<file path="src/rtl/trail_ram_arbiter_pkg.sv">
// Shared types and defaults for the trail RAM arbiter.
// Frame geometry, player colors and FSM encoding.
package trail_ram_arbiter_pkg;

  localparam int ADDR_W      = 19;
  localparam int LARGURA_DEF = 640;
  localparam int ALTURA_DEF  = 480;
  localparam int BLOCO_DEF   = 8;

  localparam logic [7:0] COR_J1_DEF = 8'h01;
  localparam logic [7:0] COR_J2_DEF = 8'h80;

  typedef enum logic [2:0] {
    IDLE,
    LIMPA,
    LE,
    ESPERA,
    VERIFICA,
    ESCREVE,
    FIM
  } state_t;

  typedef enum logic {
    J1 = 1'b0,
    J2 = 1'b1
  } player_t;

endpackage

</file>
<file path="src/rtl/trail_addr_gen.sv">
// Row/column walker producing row*LARGURA+col write addresses.
// Walks the full frame in clear mode, one block otherwise.
module trail_addr_gen
  import trail_ram_arbiter_pkg::*;
#(
  parameter int LARGURA = LARGURA_DEF,
  parameter int ALTURA  = ALTURA_DEF,
  parameter int BLOCO   = BLOCO_DEF
) (
  input  logic              clk,
  input  logic              rst_n,
  input  logic              load,
  input  logic              step,
  input  logic              clear_mode,
  input  logic [9:0]        base_x,
  input  logic [9:0]        base_y,
  output logic [ADDR_W-1:0] addr,
  output logic              last
);

  logic [9:0] col;
  logic [9:0] row;
  logic [9:0] col_max;
  logic [9:0] row_max;
  logic [ADDR_W-1:0] xx;
  logic [ADDR_W-1:0] yy;

  always_comb begin
    col_max = clear_mode ? 10'(LARGURA - 1) : 10'(BLOCO - 1);
    row_max = clear_mode ? 10'(ALTURA - 1) : 10'(BLOCO - 1);
    last    = (col == col_max) && (row == row_max);
  end

  always_comb begin
    xx   = ADDR_W'(base_x) + ADDR_W'(col);
    yy   = ADDR_W'(base_y) + ADDR_W'(row);
    addr = yy * ADDR_W'(LARGURA) + xx;
  end

  always_ff @(posedge clk or negedge rst_n) begin
    if (!rst_n) begin
      col <= '0;
      row <= '0;
    end else if (load) begin
      col <= '0;
      row <= '0;
    end else if (step) begin
      if (col == col_max) begin
        col <= '0;
        row <= (row == row_max) ? '0 : row + 10'd1;
      end else begin
        col <= col + 10'd1;
      end
    end
  end

endmodule

</file>
<file path="src/rtl/trail_ram_arbiter.sv">
// Arbitrates two players' trail-block writes and frame clears
// onto one RAM, checking the block origin for a prior trail.
module trail_ram_arbiter
  import trail_ram_arbiter_pkg::*;
#(
  parameter int         BLOCO   = BLOCO_DEF,
  parameter int         LARGURA = LARGURA_DEF,
  parameter int         ALTURA  = ALTURA_DEF,
  parameter logic [7:0] COR_J1  = COR_J1_DEF,
  parameter logic [7:0] COR_J2  = COR_J2_DEF
) (
  input  logic              VGA_CLK,
  input  logic              reset_n,
  input  logic              clear_req,
  input  logic              req_j1,
  input  logic              req_j2,
  input  logic [9:0]        x_j1,
  input  logic [9:0]        y_j1,
  input  logic [9:0]        x_j2,
  input  logic [9:0]        y_j2,
  output logic              ack_j1,
  output logic              ack_j2,
  output logic              colisao_j1,
  output logic              colisao_j2,
  output logic              busy,
  output logic [ADDR_W-1:0] ram_wraddress,
  output logic [7:0]        ram_data,
  output logic              ram_wren,
  output logic [ADDR_W-1:0] ram_rdaddress,
  input  logic [7:0]        ram_q
);

  localparam logic [9:0] X_MAX = 10'(LARGURA - BLOCO);
  localparam logic [9:0] Y_MAX = 10'(ALTURA - BLOCO);

  state_t            state;
  player_t           player;
  player_t           last_srv;
  logic              clear_pend;
  logic              col_flag;
  logic [9:0]        lat_x;
  logic [9:0]        lat_y;
  logic [7:0]        cor;

  logic              pick_j2;
  logic [9:0]        gx;
  logic [9:0]        gy;
  logic              oob;
  logic [ADDR_W-1:0] rd_addr;

  logic              ag_load;
  logic              ag_step;
  logic              ag_clr;
  logic [9:0]        ag_bx;
  logic [9:0]        ag_by;
  logic [ADDR_W-1:0] ag_addr;
  logic              ag_last;

  // Round-robin: player 2 wins a tie only if player 1 was served last.
  always_comb begin
    pick_j2 = req_j2 && (!req_j1 || last_srv == J1);
    gx      = pick_j2 ? x_j2 : x_j1;
    gy      = pick_j2 ? y_j2 : y_j1;
    oob     = (gx > X_MAX) || (gy > Y_MAX);
    rd_addr = ADDR_W'(gy) * ADDR_W'(LARGURA) + ADDR_W'(gx);
  end

  assign ag_load = (state == IDLE);
  assign ag_clr  = (state == LIMPA);
  assign ag_step = (state == LIMPA) || (state == ESCREVE);
  assign ag_bx   = ag_clr ? 10'd0 : lat_x;
  assign ag_by   = ag_clr ? 10'd0 : lat_y;

  trail_addr_gen #(
    .LARGURA(LARGURA),
    .ALTURA (ALTURA),
    .BLOCO  (BLOCO)
  ) u_addr (
    .clk       (VGA_CLK),
    .rst_n     (reset_n),
    .load      (ag_load),
    .step      (ag_step),
    .clear_mode(ag_clr),
    .base_x    (ag_bx),
    .base_y    (ag_by),
    .addr      (ag_addr),
    .last      (ag_last)
  );

  always_ff @(posedge VGA_CLK or negedge reset_n) begin
    if (!reset_n) begin
      state         <= IDLE;
      player        <= J1;
      last_srv      <= J2;
      clear_pend    <= 1'b0;
      col_flag      <= 1'b0;
      lat_x         <= '0;
      lat_y         <= '0;
      cor           <= '0;
      ack_j1        <= 1'b0;
      ack_j2        <= 1'b0;
      colisao_j1    <= 1'b0;
      colisao_j2    <= 1'b0;
      busy          <= 1'b0;
      ram_wraddress <= '0;
      ram_data      <= '0;
      ram_wren      <= 1'b0;
      ram_rdaddress <= '0;
    end else begin
      ack_j1     <= 1'b0;
      ack_j2     <= 1'b0;
      colisao_j1 <= 1'b0;
      colisao_j2 <= 1'b0;
      ram_wren   <= 1'b0;
      if (clear_req) clear_pend <= 1'b1;
      unique case (state)
        IDLE: begin
          if (clear_pend || clear_req) begin
            state <= LIMPA;
            busy  <= 1'b1;
          end else if (req_j1 || req_j2) begin
            player <= pick_j2 ? J2 : J1;
            lat_x  <= gx;
            lat_y  <= gy;
            cor    <= pick_j2 ? COR_J2 : COR_J1;
            busy   <= 1'b1;
            if (oob) begin
              col_flag <= 1'b1;
              state    <= FIM;
            end else begin
              col_flag      <= 1'b0;
              ram_rdaddress <= rd_addr;
              state         <= LE;
            end
          end else begin
            busy <= 1'b0;
          end
        end
        LIMPA: begin
          ram_wren      <= 1'b1;
          ram_wraddress <= ag_addr;
          ram_data      <= 8'h00;
          if (ag_last) begin
            clear_pend <= 1'b0;
            busy       <= 1'b0;
            state      <= IDLE;
          end
        end
        LE:     state <= ESPERA;
        ESPERA: state <= VERIFICA;
        VERIFICA: begin
          if (ram_q != 8'h00) begin
            col_flag <= 1'b1;
            state    <= FIM;
          end else begin
            state <= ESCREVE;
          end
        end
        ESCREVE: begin
          ram_wren      <= 1'b1;
          ram_wraddress <= ag_addr;
          ram_data      <= cor;
          if (ag_last) state <= FIM;
        end
        FIM: begin
          if (player == J2) begin
            ack_j2     <= 1'b1;
            colisao_j2 <= col_flag;
          end else begin
            ack_j1     <= 1'b1;
            colisao_j1 <= col_flag;
          end
          last_srv <= player;
          busy     <= 1'b0;
          state    <= IDLE;
        end
        default: begin
          busy  <= 1'b0;
          state <= IDLE;
        end
      endcase
    end
  end

endmodule
</file>
<file path="config.mk">
export PLATFORM = sky130hd
export DESIGN_NAME = trail_ram_arbiter
export DESIGN_NICKNAME = d
export VERILOG_FILES = /design/src/rtl/trail_ram_arbiter_pkg.sv /design/src/rtl/trail_addr_gen.sv /design/src/rtl/trail_ram_arbiter.sv
export SDC_FILE = /design/constraint.sdc
export NUM_CORES = 1
export LEC_CHECK = 0
export ABC_AREA = 0
export ABC_CLOCK_PERIOD_IN_PS = 4300
export BUFFER_PORTS_ARGS = -buffer_cell sky130_fd_sc_hd__buf_2
export CORE_ASPECT_RATIO = 2
export CORE_MARGIN = 5
export CORE_UTILIZATION = 52
export CTS_CLUSTER_SIZE = 40
export DETAILED_ROUTE_END_ITERATION = 6
export PLACE_DENSITY = 0.83
export SYNTH_ARGS = -nofsm -noshare
export SYNTH_HDL_FRONTEND = slang
export SYNTH_SLANG_ARGS = --single-unit
</file>
<file path="constraint.sdc">
create_clock -name VGA_CLK -period 4.3 [get_ports VGA_CLK]
set_input_delay 0 -clock VGA_CLK [delete_from_list [all_inputs] [get_ports VGA_CLK]]
set_output_delay 0 -clock VGA_CLK [all_outputs]
set_load 0.005 [all_outputs]
</file>
---- After elaboration in Yosys (flattened, before gate mapping) ----
Cells that the tools add are included.
word-level totals
  word-level logic and storage cells ...... 113
  output and inout port bits .............. 52
  register bits after elaboration ......... 107
  input port bits ......................... 53
cells by class
  $mul .................................... 2
  $add $sub $neg .......................... 6
  equality and inequality tests ........... 14
  reductions and logical operators ........ 22
  bitwise operators ....................... 4
  $lt $le $gt $ge ......................... 2
  muxes and demuxes ....................... 44
operators with widths
  cell                     count
  $mux W10                 12
  $add A10 B10 Y11         2
  $add A10 B1 Y10 const B  2
  $eq A10 B10 Y1           2
  $mux W1                  20
  $add A19 B10 Y19         1
  $add A19 B19 Y19         1
  $mul A19 B3 Y12 const B  1
  $pmux W3 S6              1
  $pmux W8 S2              1
  $mux W3                  5
  $mul A10 B3 Y12 const B  1
  $gt A10 B10 Y1 const B   1
  $gt A10 B9 Y1 const B    1
  $eq A3 B3 Y1 const B     3
  $mux W9                  1
  $mux W8                  1
  $reduce_and A4 Y1        2
  $reduce_bool A2 Y1       4
  $reduce_bool A8 Y1       1
  $eq A3 B2 Y1 const B     2
  $ne A2 B2 Y1 const B     3
  $reduce_and A3 Y1        2
  $logic_or A1 B1 Y1       5
  13 further kinds         19

---- Longest topological paths before layout ----
  word-level depth ........................ 10
  depth in mapped cells ................... 23
  mapped depth without buffers ............ 21

---- Modules after synthesis ----
A second synthesis with hierarchy kept.
unflattened totals
  cells, all modules ...................... 750
  area total of the unflattened synthesis .. 6950.4 µm²
by module, submodules not included
  module             times used  cells each  area an instance (µm²)  sequential area each (µm²)
  trail_ram_arbiter  1           417         4217.8                  1853.0
  trail_addr_gen     1           333         2732.6                  500.5

---- Least setup slack after synthesis ----
No wires, ideal clock.
  path kind ............................... register to register
  start ................................... register state[1]
  end ..................................... register ram_wraddress[18]
  period minus slack after synthesis ...... 4592 ps
  stages on the path, launching flop included .. 23
  required time ........................... 4224 ps
  buffers on the path ..................... 2
  library setup time ...................... 76 ps
  arrival time ............................ 4516 ps
  setup slack ............................. -292 ps
  cell sequence ........................... dfrtp_1 -> buf_2 -> nor3b_1 -> clkbuf_1 -> nor2b_1 -> ha_1 -> inv_1 -> fa_1 -> nor2b_1 -> o21ai_1 -> a21boi_0 -> o21ai_0 -> nand2b_1 -> xnor2_1 -> nor2b_1 -> ha_1 -> or3_1 -> or2_0 -> o221ai_1 -> xor2_1 -> nor4b_2 -> xnor3_1 -> o21ai_1
on the way
  longest elaborated chain between the ends .. 5
  elaborated cells on any way between the ends .. 9
  those cells by class .................... add/sub: 3; mul: 1; eq/ne: 2; mux: 2; reduce/logical: 1
RTL lines
  element                   RTL line                                           text
  start: declaration        trail_ram_arbiter.sv:36                            state_t state;
  start signal: assignment  trail_ram_arbiter.sv:92                            state <= IDLE;
  start signal: assignment  trail_ram_arbiter.sv:119                           state <= LIMPA;
  start signal: assignment  trail_ram_arbiter.sv:129                           state <= FIM;
  $eq A3 B1 Y1              trail_ram_arbiter.sv:69, trail_ram_arbiter.sv:116
  $mux W10                  trail_ram_arbiter.sv:72                            assign ag_by = ag_clr ? 10'd0 : lat_y;
  $add A10 B10 Y11          trail_addr_gen.sv:36                               yy = ADDR_W'(base_y) + ADDR_W'(row);
  $mul A19 B3 Y12           trail_addr_gen.sv:37                               addr = yy * ADDR_W'(LARGURA) + xx;
  $add A19 B19 Y19          trail_addr_gen.sv:37
  end signal: assignment    trail_ram_arbiter.sv:141                           ram_wraddress <= ag_addr;
  end signal: assignment    trail_ram_arbiter.sv:161                           ram_wraddress <= ag_addr;
  end: declaration          trail_ram_arbiter.sv:26                            output logic [ADDR_W-1:0] ram_wraddress,
Parallel ways exist; a longest one is shown, timed or not.
A chain may end at the register's enable or synchronous reset.

---- Final worst setup path ----
  start ................................... register state[0]
  end ..................................... register ram_wraddress[18]
Same word-level chain as after synthesis.

==> summary.md <==
| Metric | Value |
|---|---|
| Status | `complete, no violations` |
| Leakage | `about 3.9 nW` |
| Drc violations | `0` |
| Vias in the first global route | `5782` |
| Post-Synth Simple-Gate Area | `0.1818` |
| Synth Area in XOR/XNOR | `0.07554` |
| CP startpoint kind | `register` |
| Synthesis-to-layout area growth | `19.08%` |
| Fin util | `0.6295` |
| Number of synthesized flops with an enable pin | `0` |
| Die ar. | `15340 µm²` |
| Min cycle time layout | `4.190 ns` |
| Setup crit end kind | `register` |
| Cell count after synthesis | `709` |
| Adder-Cell Fraction of Synth Area | `0.1267` |
| Ys flop type | `dfrtp_1` |
| GRT Total Usage | `0.2084` |
| Inserted Diodes | `0` |
| Initial Util | `0.5286` |
| CTS buffer count | `9` |
| Final ANT Viol Nets | `0` |
| Flop-to-flop setup slack | `0.11 ns` |
| Syn Area/Cell | `about 9.4 µm²` |
| Async SR Flop Fraction | `1.000` |
| Final Max Tran Viols | `0` |
| Largest fanout on the critical path | `3` |
| Via Count | `5559` |
| Worst skew pair latency | `0.35 ns` |
| Worst Tran Pin Value | `0.6709 ns` |
| Combinational family with the most area after synthesis | `simple AND/OR/NAND/NOR gates` |
| Crit path DAT | `4.47 ns` |
| DRT iter0 DRCs | `284` |
| RSZ-0062 raised after global routing | `true` |
| Largest net degree at the start of global routing | `50` |
| Final setup fails | `0` |
| Achievable Freq | `0.2387 GHz` |
| Slew headroom | `0.5471` |
| Die Span Y | `170.2 µm` |
| Clk buf depth | `2` |
| DRT Pass-1 Iters | `4` |
| Initial antenna violation count | `0` |
| Reg clk slew, reported paths | `0.07 ns` |
| GRT overflow | `0` |
| Netlist cell types | `74` |
| CTS tree | `yes` |
| Chip width | `90.12 µm` |
| IO buf count | `98` |
| HPWL Detailed | `roughly 12000 µm` |
| Fin nets | `947` |
| Yosys reg bits | `94` |
| Worst Skew | `0.009184 ns` |
| Core area | `12630 µm²` |
| CP required | `4.58 ns` |
| Final hold violation count | `0` |
| Period utilisation layout | `0.9744` |
| Routed wire length | `15990 µm` |
| Post-synthesis mux area share | `0.06148` |
| # Max-Cap Violations | `0` |
| First-pass GRT wire length | `26400 µm` |
| Routability congestion estimate | `0.8731` |
| Peak VDD IR | `roughly 0.28 mV` |
| Post-synthesis sequential area ratio | `0.3526` |
| Yosys warns | `0` |
| Setup TNS | `0 ns` |
| Num ports | `~110` |
| Clock root buffer | `clkbuf_16` |
| Synthesized cell area | `6675 µm²` |
| Via density | `5.644` |
| Critical path type | `reg2reg` |
| Drt wl/cell | `16.24 µm` |
| Clk sinks | `94` |
| Power Dens Cells | `around 500 nW/µm²` |
| Synth Area in Compound Gates | `0.1576` |
| Ratio of cells with drive above 1 in the final layout | `0.2671` |
| Row count | `58` |
| HP Class | `in2reg` |
| H-tree Lvls | `3` |
[power by group]
part | switching (mW) | total, mW | leakage (nW) | internal [mW]
registers | 0.119 | 1.19 | 1.21 | 1.07
clock network | 0.377 | 0.784 | 0.139 | 0.406
logic | 1.14 | 2.04 | 2.56 | 0.893
[what timing repair did]
action,in CTS,in global routing
hold endpoints to repair,49,0
gates resized for setup,5,26
pin swaps,4,4
endpoints found under the setup margin,1,7
hold buffers,7,0
setup buffers,2,6
[cells by family (layout without fill, tap and decap cells)]
family / Yosys count / in the layout
XOR/XNOR: 56 / 56
multiplexers: 35 / 35
AO/OA/AOI/OAI: 160 / 160
buffers and inverters: 63 / 184
other: 1 / 6
adder cells (fa/ha/maj): 64 / 64
flip-flops: 94 / 94
AND/OR/NAND/NOR: 236 / 236
[final cells by class]
class / count / area [µm²]
flip-flops and latches: 94 / 2354
clock buffers: 9 / 225.2
clock inverters: 7 / 67.56
repair buffers: 134 / 780.7
inverters: 34 / 127.6
well taps: 150 / 187.7
multi-input cells: 557 / 4207
fillers: 1053 / 4678
[per-layer routing]
layer / global-route usage / vias to the layer above / wire length (µm)
li1: - / 2734 / -
met1: 0.2132 / 2643 / 5739
met2: 0.4047 / 143 / 9025
met3: 0.03494 / 39 / 663
met4: 0.09462 / 0 / 567
met5: 0 / - / 0
[cells in the mapped netlist, drive strengths merged (14+ instances only)]
master / number / area (µm²)
dfrtp: 93 / 2327
nor2: 69 / 259.0
ha: 58 / 725.7
a21oi: 52 / 294.0
nand2: 50 / 187.7
o21ai: 48 / 255.3
inv: 34 / 127.6
xnor2: 29 / 254.0
nor2b: 26 / 162.7
xor2: 26 / 227.7
nor3: 19 / 110.1
mux2: 18 / 236.5
mux2i: 17 / 173.9
buf: 15 / 111.3
clkbuf: 14 / 52.55
[critical path, cell delays in order (launching register included)]
cell and delay (ns):
dfrtp_1 0.39, nor3b_2 0.18, nor2b_1 0.12, ha_2 0.19, inv_1 0.06, fa_2 0.36
nor2b_2 0.13, o21ai_2 0.07, a21boi_2 0.19, o21ai_2 0.09, a21oi_2 0.20, xnor2_2 0.14
inv_1 0.10, xnor2_1 0.13, ha_1 0.24, or3_4 0.39, or2_2 0.32, a31oi_2 0.21
xnor2_1 0.16, xnor3_1 0.33, o21ai_1 0.11
[state kept, by name (all words and copies together) (netlist names), 2 cells and up]
name,cells
u_addr.col,10
cor,2
ram_wraddress,19
ram_rdaddress,19
u_addr.row,10
lat_y,10
state,3
ram_data,2
lat_x,10
[final timing paths]
| kind | start | to | depth (start not counted) |
|---|---|---|---|
| min reg2reg | ram_data[0]$_DFFE_PN0P_ | ram_data[0]$_DFFE_PN0P_ | 2 |
| max | state[0]$_DFFE_PN0P_ | ram_wraddress[18]$_DFFE_PN0P_ | 20 |
| min in group asynchronous | reset_n | ram_rdaddress[5]$_DFFE_PN0P_ | 2 |
| max in group asynchronous | reset_n | ram_rdaddress[16]$_DFFE_PN0P_ | 3 |
| min | y_j2[2] | lat_y[2]$_DFFE_PN0P_ | 3 |
| max reg2reg | state[0]$_DFFE_PN0P_ | ram_wraddress[18]$_DFFE_PN0P_ | 20 |
[layout by cell type (no fill, tap or decap), drive strengths merged, types with 19 or more instances in the layout]
cell type | netlist | final
o21ai | 48 | 48
nor2b | 26 | 26
buf | 15 | 127
nor3 | 19 | 19
a21oi | 52 | 52
nand2 | 50 | 50
xnor2 | 29 | 29
ha | 58 | 58
inv | 34 | 37
dfrtp | 93 | 93
nor2 | 69 | 69
xor2 | 26 | 26
[stage by stage]
step / power (mW) / cells / instance area, µm² / setup slack, ns / hold slack, ns
final: 4.004 / 985 / 7949 / 0.1099 / 0.01048
after floorplan: 2.565 / 714 / 6721 / 0.09249 / -0.2956
after detailed placement: 3.138 / 954 / 7406 / -0.07784 / 0.04974
after global placement: 3.085 / 954 / 7406 / 0.07672 / 0.04614
after global routing: 4.328 / 985 / 7949 / -0.1169 / 0.03256
after CTS: 3.976 / 979 / 7795 / 0.01374 / 0.001530
Power figures use the tool's default switching activity.
